File: config.mk
export PLATFORM = sky130hd
export DESIGN_NAME = keypad_entry
export DESIGN_NICKNAME = d
export VERILOG_FILES = /design/src/rtl/keypad_entry.sv
export SDC_FILE = /design/constraint.sdc
export NUM_CORES = 1
export LEC_CHECK = 0
export ABC_AREA = 1
export BUFFER_PORTS_ARGS = -buffer_cell sky130_fd_sc_hd__buf_4
export CAP_MARGIN = 20
export CORE_MARGIN = 1
export CORE_UTILIZATION = 40
export CTS_BUF_LIST = sky130_fd_sc_hd__clkbuf_2
export DETAILED_ROUTE_END_ITERATION = 7
export HOLD_SLACK_MARGIN = 0.02
export SKIP_LAST_GASP = 1
export SYNTH_ARGS = -nofsm -noshare
export SYNTH_HDL_FRONTEND = slang
export SYNTH_SLANG_ARGS = --single-unit
File: constraint.sdc
create_clock -name clk -period 3.2 [get_ports clk]
set_input_delay 0.32 -clock clk [delete_from_list [all_inputs] [get_ports clk]]
set_output_delay 0.32 -clock clk [all_outputs]
set_load 0.05 [all_outputs]
File: src/rtl/keypad_entry.sv
// keypad_entry
// Keypad-side writer for the microwave countdown timer. Debounces the
// one-hot keypad, shifts accepted digits into a 3-digit BCD entry register,
// and issues load/clear pulses toward the timer.
//
// Ports:
//   clk        system clock, rising edge
//   resetn     asynchronous active-low reset
//   keypad     10-line one-hot keypad (bit i = digit i)
//   startn     active-low start button (synchronous)
//   clearn     active-low clear button (synchronous)
//   mag_on     magnetron running; entry locked while high
//   entry      live entry {min, sec_tens, sec_ones}
//   data       timer load value, updated only with load
//   load       one-cycle pulse: timer loads data
//   clear      one-cycle pulse: timer clears
//   key_valid  one-cycle pulse per digit shifted into entry
//   dbg_state  current debounce FSM state (0 IDLE, 1 PRESS, 2 HELD, 3 RELEASE)
//
// Handshake: there is no backpressure. load, clear and key_valid are
// registered single-cycle strobes; data is valid from the load strobe until
// the next load strobe.
module keypad_entry #(
  parameter int DEBOUNCE_CYCLES = 4
) (
  input  logic        clk,
  input  logic        resetn,
  input  logic [9:0]  keypad,
  input  logic        startn,
  input  logic        clearn,
  input  logic        mag_on,
  output logic [11:0] entry,
  output logic [11:0] data,
  output logic        load,
  output logic        clear,
  output logic        key_valid,
  output logic [1:0]  dbg_state
);

  typedef enum logic [1:0] {
    IDLE    = 2'd0,
    PRESS   = 2'd1,
    HELD    = 2'd2,
    RELEASE = 2'd3
  } state_t;

  localparam logic [7:0] DB = 8'(DEBOUNCE_CYCLES);

  state_t      r_state;
  logic [7:0]  r_cnt;
  logic [3:0]  r_cand;
  logic [9:0]  r_kq;
  logic [11:0] r_entry;
  logic [11:0] r_data;
  logic        r_load;
  logic        r_clear;
  logic        r_key_valid;
  logic        r_startn_q;
  logic        r_clearn_q;

  state_t      w_state_nxt;
  logic [7:0]  w_cnt_nxt;
  logic [3:0]  w_cand_nxt;
  logic        w_accept;
  logic        w_onehot;
  logic [3:0]  w_code;
  logic [3:0]  w_digit;
  logic        w_start_ev;
  logic        w_clear_ev;
  logic [3:0]  w_tens_clamped;

  // A power-of-two test rejects both "no key" and multi-key combinations.
  assign w_onehot = (r_kq != 10'd0) && ((r_kq & (r_kq - 10'd1)) == 10'd0);

  always_comb begin
    w_code = 4'd0;
    for (int i = 0; i < 10; i++) begin
      if (r_kq[i]) w_code = 4'(i);
    end
  end

  // With DEBOUNCE_CYCLES=1 a key is accepted straight from IDLE, so the
  // shifted digit is the live code rather than the latched candidate.
  assign w_digit = (r_state == IDLE) ? w_code : r_cand;

  always_ff @(posedge clk or negedge resetn) begin
    if (!resetn) begin
      r_state <= IDLE;
      r_cnt   <= 8'd0;
      r_cand  <= 4'd0;
      r_kq    <= 10'd0;
    end else begin
      r_state <= w_state_nxt;
      r_cnt   <= w_cnt_nxt;
      r_cand  <= w_cand_nxt;
      r_kq    <= keypad;
    end
  end

  // The count includes the current cycle, so compare cnt+1 against the
  // threshold; this lands acceptance DEBOUNCE_CYCLES+1 edges after the press.
  always_comb begin
    w_state_nxt = r_state;
    w_cnt_nxt   = r_cnt;
    w_cand_nxt  = r_cand;
    w_accept    = 1'b0;
    case (r_state)
      IDLE: begin
        if (w_onehot) begin
          w_cand_nxt = w_code;
          w_cnt_nxt  = 8'd1;
          if (DB <= 8'd1) begin
            w_accept    = 1'b1;
            w_state_nxt = HELD;
          end else begin
            w_state_nxt = PRESS;
          end
        end
      end
      PRESS: begin
        if (w_onehot && (w_code == r_cand)) begin
          w_cnt_nxt = r_cnt + 8'd1;
          if ((r_cnt + 8'd1) >= DB) begin
            w_accept    = 1'b1;
            w_state_nxt = HELD;
          end
        end else begin
          w_cnt_nxt   = 8'd0;
          w_state_nxt = IDLE;
        end
      end
      HELD: begin
        if (r_kq == 10'd0) begin
          if (DB <= 8'd1) begin
            w_cnt_nxt   = 8'd0;
            w_state_nxt = IDLE;
          end else begin
            w_cnt_nxt   = 8'd1;
            w_state_nxt = RELEASE;
          end
        end
      end
      RELEASE: begin
        if (r_kq != 10'd0) begin
          w_cnt_nxt   = 8'd0;
          w_state_nxt = HELD;
        end else if ((r_cnt + 8'd1) >= DB) begin
          w_cnt_nxt   = 8'd0;
          w_state_nxt = IDLE;
        end else begin
          w_cnt_nxt = r_cnt + 8'd1;
        end
      end
      default: begin
        w_cnt_nxt   = 8'd0;
        w_state_nxt = IDLE;
      end
    endcase
  end

  assign w_start_ev     = r_startn_q & ~startn;
  assign w_clear_ev     = r_clearn_q & ~clearn;
  assign w_tens_clamped = (r_entry[7:4] > 4'd5) ? 4'd5 : r_entry[7:4];

  // Priority: clear, then start, then digit shift. A start that is ignored
  // (empty entry or magnetron on) does not block a digit in the same cycle.
  always_ff @(posedge clk or negedge resetn) begin
    if (!resetn) begin
      r_entry     <= 12'd0;
      r_data      <= 12'd0;
      r_load      <= 1'b0;
      r_clear     <= 1'b0;
      r_key_valid <= 1'b0;
      r_startn_q  <= 1'b1;
      r_clearn_q  <= 1'b1;
    end else begin
      r_startn_q  <= startn;
      r_clearn_q  <= clearn;
      r_load      <= 1'b0;
      r_key_valid <= 1'b0;
      r_clear     <= w_clear_ev;
      if (!clearn) begin
        r_entry <= 12'd0;
      end else if (w_start_ev && !mag_on && (r_entry != 12'd0)) begin
        r_data  <= {r_entry[11:8], w_tens_clamped, r_entry[3:0]};
        r_load  <= 1'b1;
        r_entry <= 12'd0;
      end else if (w_accept && !mag_on) begin
        r_entry     <= {r_entry[7:0], w_digit};
        r_key_valid <= 1'b1;
      end
    end
  end

  assign entry     = r_entry;
  assign data      = r_data;
  assign load      = r_load;
  assign clear     = r_clear;
  assign key_valid = r_key_valid;
  assign dbg_state = r_state;

endmodule

==> metrics.sh, run 1 <==
WORSTPATHREQUIRED_NS=3.62
DR.PASS1.ITERS=4
POST_ROUTE_CELLS_DRIVE_ABOVE_1_SHARE_PCT=19.4
DIE_W_UM=82.6
END_KIND='flop'
R2R.WORST_PATH.CELLS=11
MUXSHAREOFSYNTHAREA_PCT=0
GR-USAGE-MET2_PCT=32.5
POST-SYNTH-TOP-COUNT-CELL='nand2_1'
GR-USAGE-ALL-LAYERS_PCT=18.2
WORST_PATH_CLASS_SETUP='flop to flop'
CTS-RESIZED-GATES=0
GRT_UTIL_MET3_PCT=3.85
DIE-AREA_MM2=0.00682
PIN_COUNT_OF_THE_BIGGEST_NET_ENTERING_GLOBAL_ROUTING=54
CRITICAL_PATH_S_SLOWEST_CELL='nor3_2'
ROWS=28
SYN_AREA_MM2=0.00260
POSTROUTEANTENNANETS=0
CLOCK_INSERTION_DELAY_WORST_SKEW_NS=0.45
DR_TOTAL_VIAS=2283
SYNTH_TOP_AREA_SHARE_PCT=49.2
SYNTH_CELL_TYPES=31
FLOORPLAN.CORE_AREA_MM2=0.00610
VDD.IR_DROP.WORST_mV=0.275
DIE_H_UM=82.6
SYNTH_ASYNC_SR_FLOP_SHARE_PCT=100
BIGGEST_AREA_CONSUMER_AMONG_SYNTHESIZED_CELLS='dfrtp_1'
SETUP-TNS-FINAL_NS=0
CP_NUM_CELLS=11
FINAL_NETS=397
YOSYS_REGISTER_BITS=53
DOMINANTREGCELLSYNTH='dfrtp_1'
YOSYSSEQAREASHARE_PCT=51.2
SETUP_SLACK_ON_THE_WORST_FLOP_TO_FLOP_PATH_NS=0.87
SYNTH_ADDER_AREA_SHARE_PCT=0.482
YS_TOP_CELLS_BY_AREA='dfrtp_1 49%, nand2_1 17%, nand3_1 5.0%'
NUMCLOCKSINKS=53
INITIAL_CORE_UTIL_PCT=42.6
CRITICAL_PATH_ARRIVAL_NS=2.75
GRT_ANTENNA_BEFORE_REPAIR=0
PLACEMENT.IO_BUFFERS=43
AVERAGE_WIRE_PER_STANDARD_CELL_UM=12.0
INITIALDRTVIOLATIONCOUNT=100
WORST_SLEW_MARGIN_REL_PCT=51.7
SYN_NETS=340
SYNTH_TOP_CELLS_BY_COUNT='118 x nand2_1, 51 x dfrtp_1, 31 x inv_1'
CTS_ROOT_BUFFER='clkbuf_2'
GR-USAGE-MET1_PCT=21.9
RUN_STATUS='complete, no violations'
MAXCAPVIOLATIONS=0
FINALWORSTSETUPSLACK_NS=0.869
DRCVIOLATIONCOUNT=0
FINALWORSTPATHREQUIREDPERIOD_NS=2.33
GLOBALPLACE.CONGESTION=0.829
FINAL-SEQ-AREA_MM2=0.00133
CLOCK.FMAX_MHz=429
REGTOREGENDPOINT='entry[10]$_DFFE_PN0P_'
POSTCTSSETUPBUFFERS=0
TIMING.CRITICAL_PATH.MAX_DELAY_FAMILY='simple AND/OR/NAND/NOR gates'
SYNTH-EDFF-COUNT=0
HOLD_BUFS_INSERTED_AFTER_CTS=14
POWER-PER-CELL-AREA_mW_PER_MM2=434
FINALCRITPERIODSHARE_PCT=72.8
COMBINATIONAL_FAMILY_WITH_THE_MOST_AREA_AFTER_SYNTHESIS='simple AND/OR/NAND/NOR gates'
FILLERS=599
GLOBAL_ROUTE_LAYER_WITH_THE_GREATEST_USAGE='met2'
CELL_COUNT_AFTER_SYNTHESIS=324
FRACTION_OF_THE_MAPPED_NETLIST_AREA_IN_SIMPLE_LOGIC_GATES_PCT=36.5
SETUP_VIOLATIONS=0
AREA_OF_COMBINATIONAL_CELLS_WITH_MULTIPLE_INPUTS_MM2=0.00110
GRT_REMAINING_OVERFLOW=0
WORST_PIN_SLEW_NS=0.723
CRIT_PATH_START_KIND='flop'
NUMBER_OF_VIAS_PER_CELL_AFTER_DETAILED_ROUTING=5.00
WORSTREG2REGSTART='r_kq[8]$_DFF_PN0_'
DP_WORST_SETUP_SLACK_NS=1.02
REPORT.FINAL.SLEW_VIOL_COUNT=0
STATIC_POWER_DUE_TO_LEAKAGE_nW=1.67
NUM_ANTENNA_CELLS=0
TIMING.CRITICAL_PATH.MODE_CELL='nand2_1'
POST-DP-HPWL_MM=3.89
FINCLKSKEW_NS=0.0271
TIMING.FINAL.HOLD_VIOLATIONS=0
IOS=44
CTSHTREEMAXLEVEL=2
CLOCK_TREE_FROM_TRITONCTS='done'
MAXIMUM_NUMBER_OF_BUFFERS_FROM_CLOCK_ROOT_TO_SINK=2
GRT_PASS1_VIAS=2169
CP_BUFS_INVS=2
COMPOUND_GATE_PORTION_OF_THE_SYNTHESIZED_AREA_PCT=4.39
CRIT_FANOUT=11
CTS.CLK_SLEW.WORST_PATHS_NS=0.30
SYNTH_WARNINGS=0
SYNTHESIS.AREA_PER_INSTANCE_UM2=8.01
CRIT_PATH_CELL_TRACE='inv_1 -> nand2_2 -> inv_2 -> nand2_1 -> nand2_1 -> nand3_1 -> nor2_1 -> nand3_2 -> nor3_2 -> nand4_1 -> nand2_1'
WORST_HOLD_PATH_TYPE='primary input to async pin'
WIRE_LENGTH_OF_THE_FIRST_GLOBAL_ROUTING_PASS_MM=9.48
WIRELENGTH_MM=5.49
CRITICAL_PATH.MAX_STAGE_DELAY_NS=0.60
AREA_GROWTH_PCT=21.7
GRT_SETUP_UNREPAIRED='false'
NUMCTSBUFFERS=5
SYNTHXORXNORAREAFRAC_PCT=1.01
## registers in the layout, summed over array words and instances (netlist names)
register / flops
data: 12
load: 1
r_clearn_q: 1
r_kq: 10
clear: 1
dbg_state: 2
r_cand: 4
key_valid: 1
entry: 12
r_startn_q: 1
r_cnt: 8
## through the flow
step,hold WS [ns],util (%),std cells,total power [mW],area [um2]
2_1_floorplan,0.0244,-,324,0.982,2600
3_3_place_gp,0.404,48.7,435,1.08,2970
3_5_place_dp,0.404,48.7,435,1.09,2970
4_1_cts,0.391,51.8,457,1.40,3160
5_1_grt,0.403,51.8,457,1.46,3160
6_report,0.371,51.8,457,1.37,3160
## power breakdown
| group | switching (mW) | internal [mW] |
|---|---|---|
| Sequential | 0.0353 | 0.712 |
| Clock | 0.230 | 0.0587 |
| Combinational | 0.225 | 0.112 |
| Total | 0.491 | 0.882 |
## how the worst max path moves through the flow
stage | start | to | slack (ns)
final | r_kq[8]$_DFF_PN0_ | entry[10]$_DFFE_PN0P_ | 0.87
after global routing | r_kq[8]$_DFF_PN0_ | entry[11]$_DFFE_PN0P_ | 0.63
after CTS | r_kq[8]$_DFF_PN0_ | entry[11]$_DFFE_PN0P_ | 0.95
after detailed placement | r_kq[8]$_DFF_PN0_ | entry[11]$_DFFE_PN0P_ | 1.02
after global placement | r_kq[4]$_DFF_PN0_ | entry[11]$_DFFE_PN0P_ | 1.07
after floorplan | dbg_state[0]$_DFFE_PN0P_ | entry[5]$_DFFE_PN0P_ | 1.24
## metal layers
metal  part of all wire [%]  routed length [um]
met3                    4.8                 262
met4                    1.4                  78
met2                     47                2570
met5                      0                   0
met1                     47                2580
## kinds of logic after synthesis
group,count (synthesis)
flops,53
simple gates,206
buf+inv,40
xor+xnor,3
compound gates,21
fa+ha+maj,1
## final cells by class
class,count,share of cell area [%]
Clock inverter,3,0.831
Inverter,33,3.92
Sequential cell,53,42.0
Tap cell,75,2.97
Clock buffer,5,0.792
Multi-Input combinational cell,231,34.8
Timing Repair Buffer,57,14.6
## cell usage in the layout (no fill, tap or decap)
cell type / Yosys / final
nor2_1: 22 / 22
inv_8: 0 / 1
inv_1: 31 / 31
nand2_2: 4 / 4
dlygate4sd3_1: 0 / 14
xnor2_1: 3 / 3
nand3_2: 6 / 6
o21a_1: 1 / 1
a21oi_1: 3 / 3
nor3b_1: 1 / 1
nor3_2: 1 / 1
o21ai_0: 12 / 12
o21bai_1: 1 / 1
nand2_1: 118 / 118
clkinvlp_4: 0 / 2
clkbuf_2: 0 / 5
nor3_1: 1 / 1
inv_2: 2 / 2
buf_4: 2 / 43
nand3_1: 26 / 26
ha_1: 1 / 1
nand3b_1: 2 / 2
and2_4: 1 / 1
nand4_1: 14 / 14
nor2_4: 2 / 2
dfstp_2: 2 / 2
o21ai_1: 2 / 2
nor4_1: 3 / 3
dfrtp_1: 51 / 51
o31ai_1: 1 / 1
o22ai_1: 1 / 1
nor2_2: 5 / 5
Note: power is estimated with default switching activity, not from simulation.
==> run 2, diff against run 1 <==
clock period = 2.3 ns   (was 3.2 ns; I/O delays follow)
==> metrics.sh, run 2 (same netlist as run 1, synthesis figures left out) <==
CTSHTREEMAXLEVEL=2  # unchanged
VDD.IR_DROP.WORST_mV=0.362  # +32%
TIMING.FINAL.HOLD_VIOLATIONS=0  # unchanged
NUM_ANTENNA_CELLS=0  # unchanged
CRITICAL_PATH_ARRIVAL_NS=2.39  # -0.36 ns
SETUP_VIOLATIONS=0  # unchanged
NUMCTSBUFFERS=5  # unchanged
DRCVIOLATIONCOUNT=0  # unchanged
POST-PLACE-CELLS=437  # +0.46%
CRIT_FANOUT=13  # +2
DIE_H_UM=82.6  # unchanged
AREA_GROWTH_PCT=23.0
CLOCK.FMAX_MHz=492  # +15%
GR-USAGE-ALL-LAYERS_PCT=18.2  # about the same
DR_TOTAL_VIAS=2254  # -1.3%
WORST_PATH_CLASS_SETUP='flop to flop'
POST_DP_CELL_AREA_MM2=0.00298  # +0.51%
CTS_ROOT_BUFFER='clkbuf_2'
CLOCK_INSERTION_DELAY_WORST_SKEW_NS=0.43  # -0.02 ns
FINCLKSKEW_NS=0.0125  # -0.0146 ns
NUMBER_OF_VIAS_PER_CELL_AFTER_DETAILED_ROUTING=4.91  # -1.7%
MAXIMUM_NUMBER_OF_BUFFERS_FROM_CLOCK_ROOT_TO_SINK=2  # unchanged
POST_ROUTE_CELLS_DRIVE_ABOVE_1_SHARE_PCT=19.8  # +0.42 points
P_TOTAL_mW=1.99  # +45%
POSTROUTEANTENNANETS=0  # unchanged
WORST_HOLD_PATH_TYPE='primary input to async pin'
FINALCRITPERIODSHARE_PCT=88.3  # +16 points
DIE_W_UM=82.6  # unchanged
CTS.CLK_SLEW.WORST_PATHS_NS=0.26  # -0.04 ns
FINAL_NETS=399  # +0.50%
DR.PASS1.ITERS=4  # unchanged
WIRE_LENGTH_OF_THE_FIRST_GLOBAL_ROUTING_PASS_MM=9.42  # -0.65%
REPORT.FINAL.SLEW_VIOL_COUNT=0  # unchanged
WORST_SLEW_MARGIN_REL_PCT=56.6  # +4.9 points
GRT_PASS1_VIAS=2108  # -2.8%
FINALWORSTPATHREQUIREDPERIOD_NS=2.03  # -0.299 ns
FLOORPLAN.CORE_AREA_MM2=0.00610  # unchanged
POST-DP-HPWL_MM=3.85  # -1.1%
GRT_ANTENNA_BEFORE_REPAIR=0  # unchanged
LAYOUT.CELLS.MOST_COMMON='nand2_1'
GR-USAGE-MET1_PCT=23.2  # +1.3 points
INITIAL_CORE_UTIL_PCT=42.6  # unchanged
GRT_UTIL_MET3_PCT=3.85  # unchanged
STATIC_POWER_DUE_TO_LEAKAGE_nW=1.69  # +1.2%
AVERAGE_WIRE_PER_STANDARD_CELL_UM=11.9  # -0.73%
GLOBALPLACE.CONGESTION=0.837  # +1.0%
IOS=44  # unchanged
WORSTPATHREQUIRED_NS=2.65  # -0.97 ns
RUN_STATUS='complete, no violations'
INITIALDRTVIOLATIONCOUNT=122  # +22%
PLACEMENT.IO_BUFFERS=43  # unchanged
PIN_COUNT_OF_THE_BIGGEST_NET_ENTERING_GLOBAL_ROUTING=54  # unchanged
NUMCLOCKSINKS=53  # unchanged
MAXCAPVIOLATIONS=0  # unchanged
CRIT_PATH_START_KIND='flop'
GRT_REMAINING_OVERFLOW=0  # unchanged
SETUP-TNS-FINAL_NS=0  # unchanged
GRT_SETUP_UNREPAIRED='false'
ROWS=28  # unchanged
POSTCTSSETUPBUFFERS=0  # unchanged
POST_LAYOUT_INSTANCE_COUNT_EXCLUDING_FILLER_CELLS=459  # +0.44%
GR-USAGE-MET2_PCT=31.2  # -1.2 points
FINAL_CORE_UTILIZATION_PCT=52.4  # +0.53 points
MOSTFREQUENTLAYOUTCELLS='118 x nand2_1, 51 x dfrtp_1, 45 x buf_4'
POWER-PER-CELL-AREA_mW_PER_MM2=622  # +43%
CLOCK_TREE_FROM_TRITONCTS='done'
WIRELENGTH_MM=5.48  # -0.29%
LAYOUT.CELL_AREA.NON_FILLER_MM2=0.00319  # +1.0%
DIE-AREA_MM2=0.00682  # unchanged
END_KIND='flop'
WORST_PIN_SLEW_NS=0.651  # -0.0726 ns
GLOBAL_ROUTE_LAYER_WITH_THE_GREATEST_USAGE='met2'
-- run 2: critical path, stage by stage, from the launching register on --
cell	delay (ns)
dfrtp_1	0.46
inv_1	0.09
nand2_2	0.08
inv_2	0.10
nand2_1	0.09
nand2_1	0.07
nand3_1	0.08
nor2_1	0.21
nand3_2	0.12
nor2_2	0.16
nand3_2	0.27
nand3_1	0.16
nand2_1	0.06
-- run 2: worst paths after layout --
| kind | endpoint | slack [ns] | depth (start not counted) | start |
|---|---|---|---|---|
| setup / recovery | entry[11]$_DFFE_PN0P_ | 0.27 | 12 | r_kq[8]$_DFF_PN0_ |
| hold / removal | data[2]$_DFFE_PN0P_ | 0.33 | 2 | resetn |
| setup reg to reg | entry[11]$_DFFE_PN0P_ | 0.27 | 12 | r_kq[8]$_DFF_PN0_ |
| hold reg to reg | clear$_DFF_PN0_ | 0.48 | 2 | r_clearn_q$_DFF_PN1_ |
| max in group asynchronous | r_cnt[3]$_DFFE_PN0P_ | 1.55 | 2 | resetn |
| min in group clk | r_kq[2]$_DFF_PN0_ | 0.42 | 2 | keypad[2] |
-- run 2: power breakdown --
group	switching, mW	leakage, nW	internal (mW)
registers	0.0496	0.702	0.990
logic	0.311	0.950	0.157
clock network	0.298	0.0366	0.179
-- run 2: repair_timing --
action	in CTS	in global routing
endpoints found under the setup margin	0	3
gates resized for setup	0	1
endpoints found under the hold margin	65	0
hold buffers	14	0
-- run 2: stage by stage --
stage	hold WS, ns	setup slack (ns)
finish	0.327	0.268
global route	0.338	0.0473
global placement	0.315	0.313
detailed placement	0.312	0.249
floorplan	-0.0656	0.341
CTS	0.325	0.211
-- run 2: area by class of cell --
type / instances / area [um2]
clock buffer: 5 / 25.0
fill: 611 / 2900
inverter: 33 / 124
clock inverter: 3 / 41.3
multi-input combinational: 231 / 1100
sequential: 53 / 1330
timing repair buffer: 59 / 478
tap: 75 / 93.8
-- run 2: per-layer routing --
layer / vias to the layer above / part of all wire (%)
met3: 9 / 4.7
met1: 1040 / 48
met5: - / 0
met2: 48 / 46
met4: 0 / 1.1
li1: 1157 / -
==> run 3, diff against run 2 <==
clock period = 2.6 ns   (was 2.3 ns; I/O delays follow)
==> metrics.sh, run 3 (same netlist as run 1, synthesis figures left out) <==
WORST_PATH_CLASS_SETUP='flop to flop'
FILLERS=605  # -0.98%
REPORT.FINAL.SLEW_VIOL_COUNT=0  # unchanged
DIE-AREA_MM2=0.00682  # unchanged
POSTROUTEANTENNANETS=0  # unchanged
WORST_PIN_SLEW_NS=0.735  # +0.0842 ns
CRITICAL_PATH_ARRIVAL_NS=2.59  # +0.20 ns
DRCVIOLATIONCOUNT=0  # unchanged
CTS_ROOT_BUFFER='clkbuf_2'
AREA_OF_COMBINATIONAL_CELLS_WITH_MULTIPLE_INPUTS_MM2=0.00110  # -0.23%
CLOCK.FMAX_MHz=455  # -7.6%
DR.PASS1.ITERS=4  # unchanged
POST-DP-HPWL_MM=3.90  # +1.3%
INITIALDRTVIOLATIONCOUNT=115  # -5.7%
FINAL_NETS=398  # -0.25%
RUN_STATUS='complete, no violations'
CRIT_PATH_START_KIND='flop'
P_CLK_SHARE_PCT=27.8  # +3.7 points
IOS=44  # unchanged
FINAL-SEQ-AREA_MM2=0.00133  # unchanged
NUM_ANTENNA_CELLS=0  # unchanged
POWER_SWITCHING_SHARE_PCT=31.2  # -2.0 points
PLACEMENT.IO_BUFFERS=43  # unchanged
COMB_PWR_SHARE_PCT=22.4  # -1.2 points
END_KIND='flop'
DIE_H_UM=82.6  # unchanged
P_TOTAL_mW=1.85  # -7.0%
DIE_W_UM=82.6  # unchanged
POST_ROUTE_CELLS_DRIVE_ABOVE_1_SHARE_PCT=19.6  # -0.21 points
MAXIMUM_NUMBER_OF_BUFFERS_FROM_CLOCK_ROOT_TO_SINK=2  # unchanged
AREA_GROWTH_PCT=23.5
FINALWORSTPATHREQUIREDPERIOD_NS=2.20  # +0.166 ns
GR-USAGE-ALL-LAYERS_PCT=18.0  # -0.22 points
SETUP_VIOLATIONS=0  # unchanged
MAXCAPVIOLATIONS=0  # unchanged
GRT_PASS1_VIAS=2142  # +1.6%
DR_TOTAL_VIAS=2266  # +0.53%
NUMCTSBUFFERS=5  # unchanged
CTSHTREEMAXLEVEL=2  # unchanged
TIMING.FINAL.HOLD_VIOLATIONS=0  # unchanged
WIRE_LENGTH_OF_THE_FIRST_GLOBAL_ROUTING_PASS_MM=9.38  # -0.36%
LAYOUT.CELLS.MOST_COMMON='nand2_1'
MOSTFREQUENTLAYOUTCELLS='118 x nand2_1, 51 x dfrtp_1, 44 x buf_4'
SETUP-TNS-FINAL_NS=0  # unchanged
FINALWORSTSETUPSLACK_NS=0.402  # +0.134 ns
INITIAL_CORE_UTIL_PCT=42.6  # unchanged
PIN_COUNT_OF_THE_BIGGEST_NET_ENTERING_GLOBAL_ROUTING=54  # unchanged
WORSTPATHREQUIRED_NS=2.99  # +0.34 ns
AVERAGE_WIRE_PER_STANDARD_CELL_UM=12.0  # +0.18%
CELL_INTERNAL_PWR_mW=1.27  # -4.2%
SHARE_OF_POWER_BURNED_IN_REGISTERS_PCT=49.8  # -2.6 points
CLOCK_INSERTION_DELAY_WORST_SKEW_NS=0.43  # about the same
GRT_ANTENNA_BEFORE_REPAIR=0  # unchanged
GRT_SETUP_UNREPAIRED='false'
CTS-RESIZED-GATES=0  # unchanged
FINCLKSKEW_NS=0.0178  # +0.00532 ns
CTS.CLK_SLEW.WORST_PATHS_NS=0.27  # about the same
STATIC_POWER_DUE_TO_LEAKAGE_nW=1.70  # +0.66%
GRT_REMAINING_OVERFLOW=0  # unchanged
NUMCLOCKSINKS=53  # unchanged
NUMBER_OF_VIAS_PER_CELL_AFTER_DETAILED_ROUTING=4.95  # +0.75%
GLOBALPLACE.CONGESTION=0.842  # +0.54%
WORST_HOLD_PATH_TYPE='primary input to async pin'
ROWS=28  # unchanged
WORST_SLEW_MARGIN_REL_PCT=50.8  # -5.8 points
POWER-PER-CELL-AREA_mW_PER_MM2=576  # -7.4%
FINAL_CORE_UTILIZATION_PCT=52.6  # +0.23 points
NET-SWITCHING-POWER_mW=0.576  # -13%
WIRELENGTH_MM=5.48  # about the same
VDD.IR_DROP.WORST_mV=0.347  # -4.2%
CLOCK_TREE_FROM_TRITONCTS='done'
FLOORPLAN.CORE_AREA_MM2=0.00610  # unchanged
CRIT_FANOUT=11  # -2
FINALCRITPERIODSHARE_PCT=84.6  # -3.8 points
DP_WORST_SETUP_SLACK_NS=0.443  # +0.194 ns
[run 3: changes by cell type in the layout (fill, tap and decap cells not counted)]
cell,change
clkinvlp_4,-1
nor2_1,+1
buf_4,-1
clkinv_2,+1
nor2_2,-1
clkinv_1,-1
bufinv_16,+1
[run 3: per-layer routing]
| layer | GRT usage [%] | routed length (um) |
|---|---|---|
| met3 | 3.41 | 308 |
| met5 | 0 | 0 |
| met4 | 7.59 | 131 |
| met1 | 22.9 | 2530 |
| met2 | 29.9 | 2510 |
[run 3: cell type report]
| cell class | instances | area share [%] |
|---|---|---|
| clock buffers | 5 | 0.780 |
| clock inverters | 3 | 2.03 |
| inverters | 33 | 3.86 |
| multi-input cells | 231 | 34.3 |
| flip-flops and latches | 53 | 41.4 |
| well taps | 75 | 2.93 |
| repair buffers | 58 | 14.7 |
[run 3: worst max-delay path: stages, from the launching register on]
cell,delay [ns]
dfrtp_1,0.44
inv_2,0.09
nand2_2,0.09
inv_2,0.09
nand2_1,0.09
nand2_1,0.07
nand3_1,0.08
nor2_1,0.23
nand3_2,0.13
nor3_2,0.57
nand4_1,0.19
nand2_1,0.11
[run 3: power groups by stage]
stage               clock network (mW)  registers [mW]  logic (mW)
CTS                              0.536           0.920       0.419
detailed placement                   0           0.933       0.401
finish                           0.514           0.919       0.414
global route                     0.559           0.927       0.466
floorplan                            0            1.01       0.194
global placement                     0           0.933       0.400
[run 3: per-stage QoR]
stage | cell area (um2) | hold WS, ns | cells
after floorplan | 2600 | -0.0356 | 324
after global placement | 2980 | 0.341 | 436
after detailed placement | 2980 | 0.340 | 436
after CTS | 3210 | 0.345 | 458
after global routing | 3210 | 0.395 | 458
final | 3210 | 0.356 | 458
[run 3: final timing paths]
path	cells after the start	from	slack (ns)	end
min in group clk	2	keypad[9]	0.45	r_kq[9]$_DFF_PN0_
setup / recovery	11	r_kq[9]$_DFF_PN0_	0.40	entry[10]$_DFFE_PN0P_
hold / removal	2	resetn	0.36	data[1]$_DFFE_PN0P_
setup reg to reg	11	r_kq[9]$_DFF_PN0_	0.40	entry[10]$_DFFE_PN0P_
hold reg to reg	2	r_clearn_q$_DFF_PN1_	0.48	clear$_DFF_PN0_
max in group asynchronous	2	resetn	1.79	r_cand[3]$_DFFE_PN0P_
[run 3: timing repair]
item,CTS,global route
endpoints found under the hold margin,65,0
hold buffers,14,0
setup endpoints to repair,0,0
setup buffers,0,0
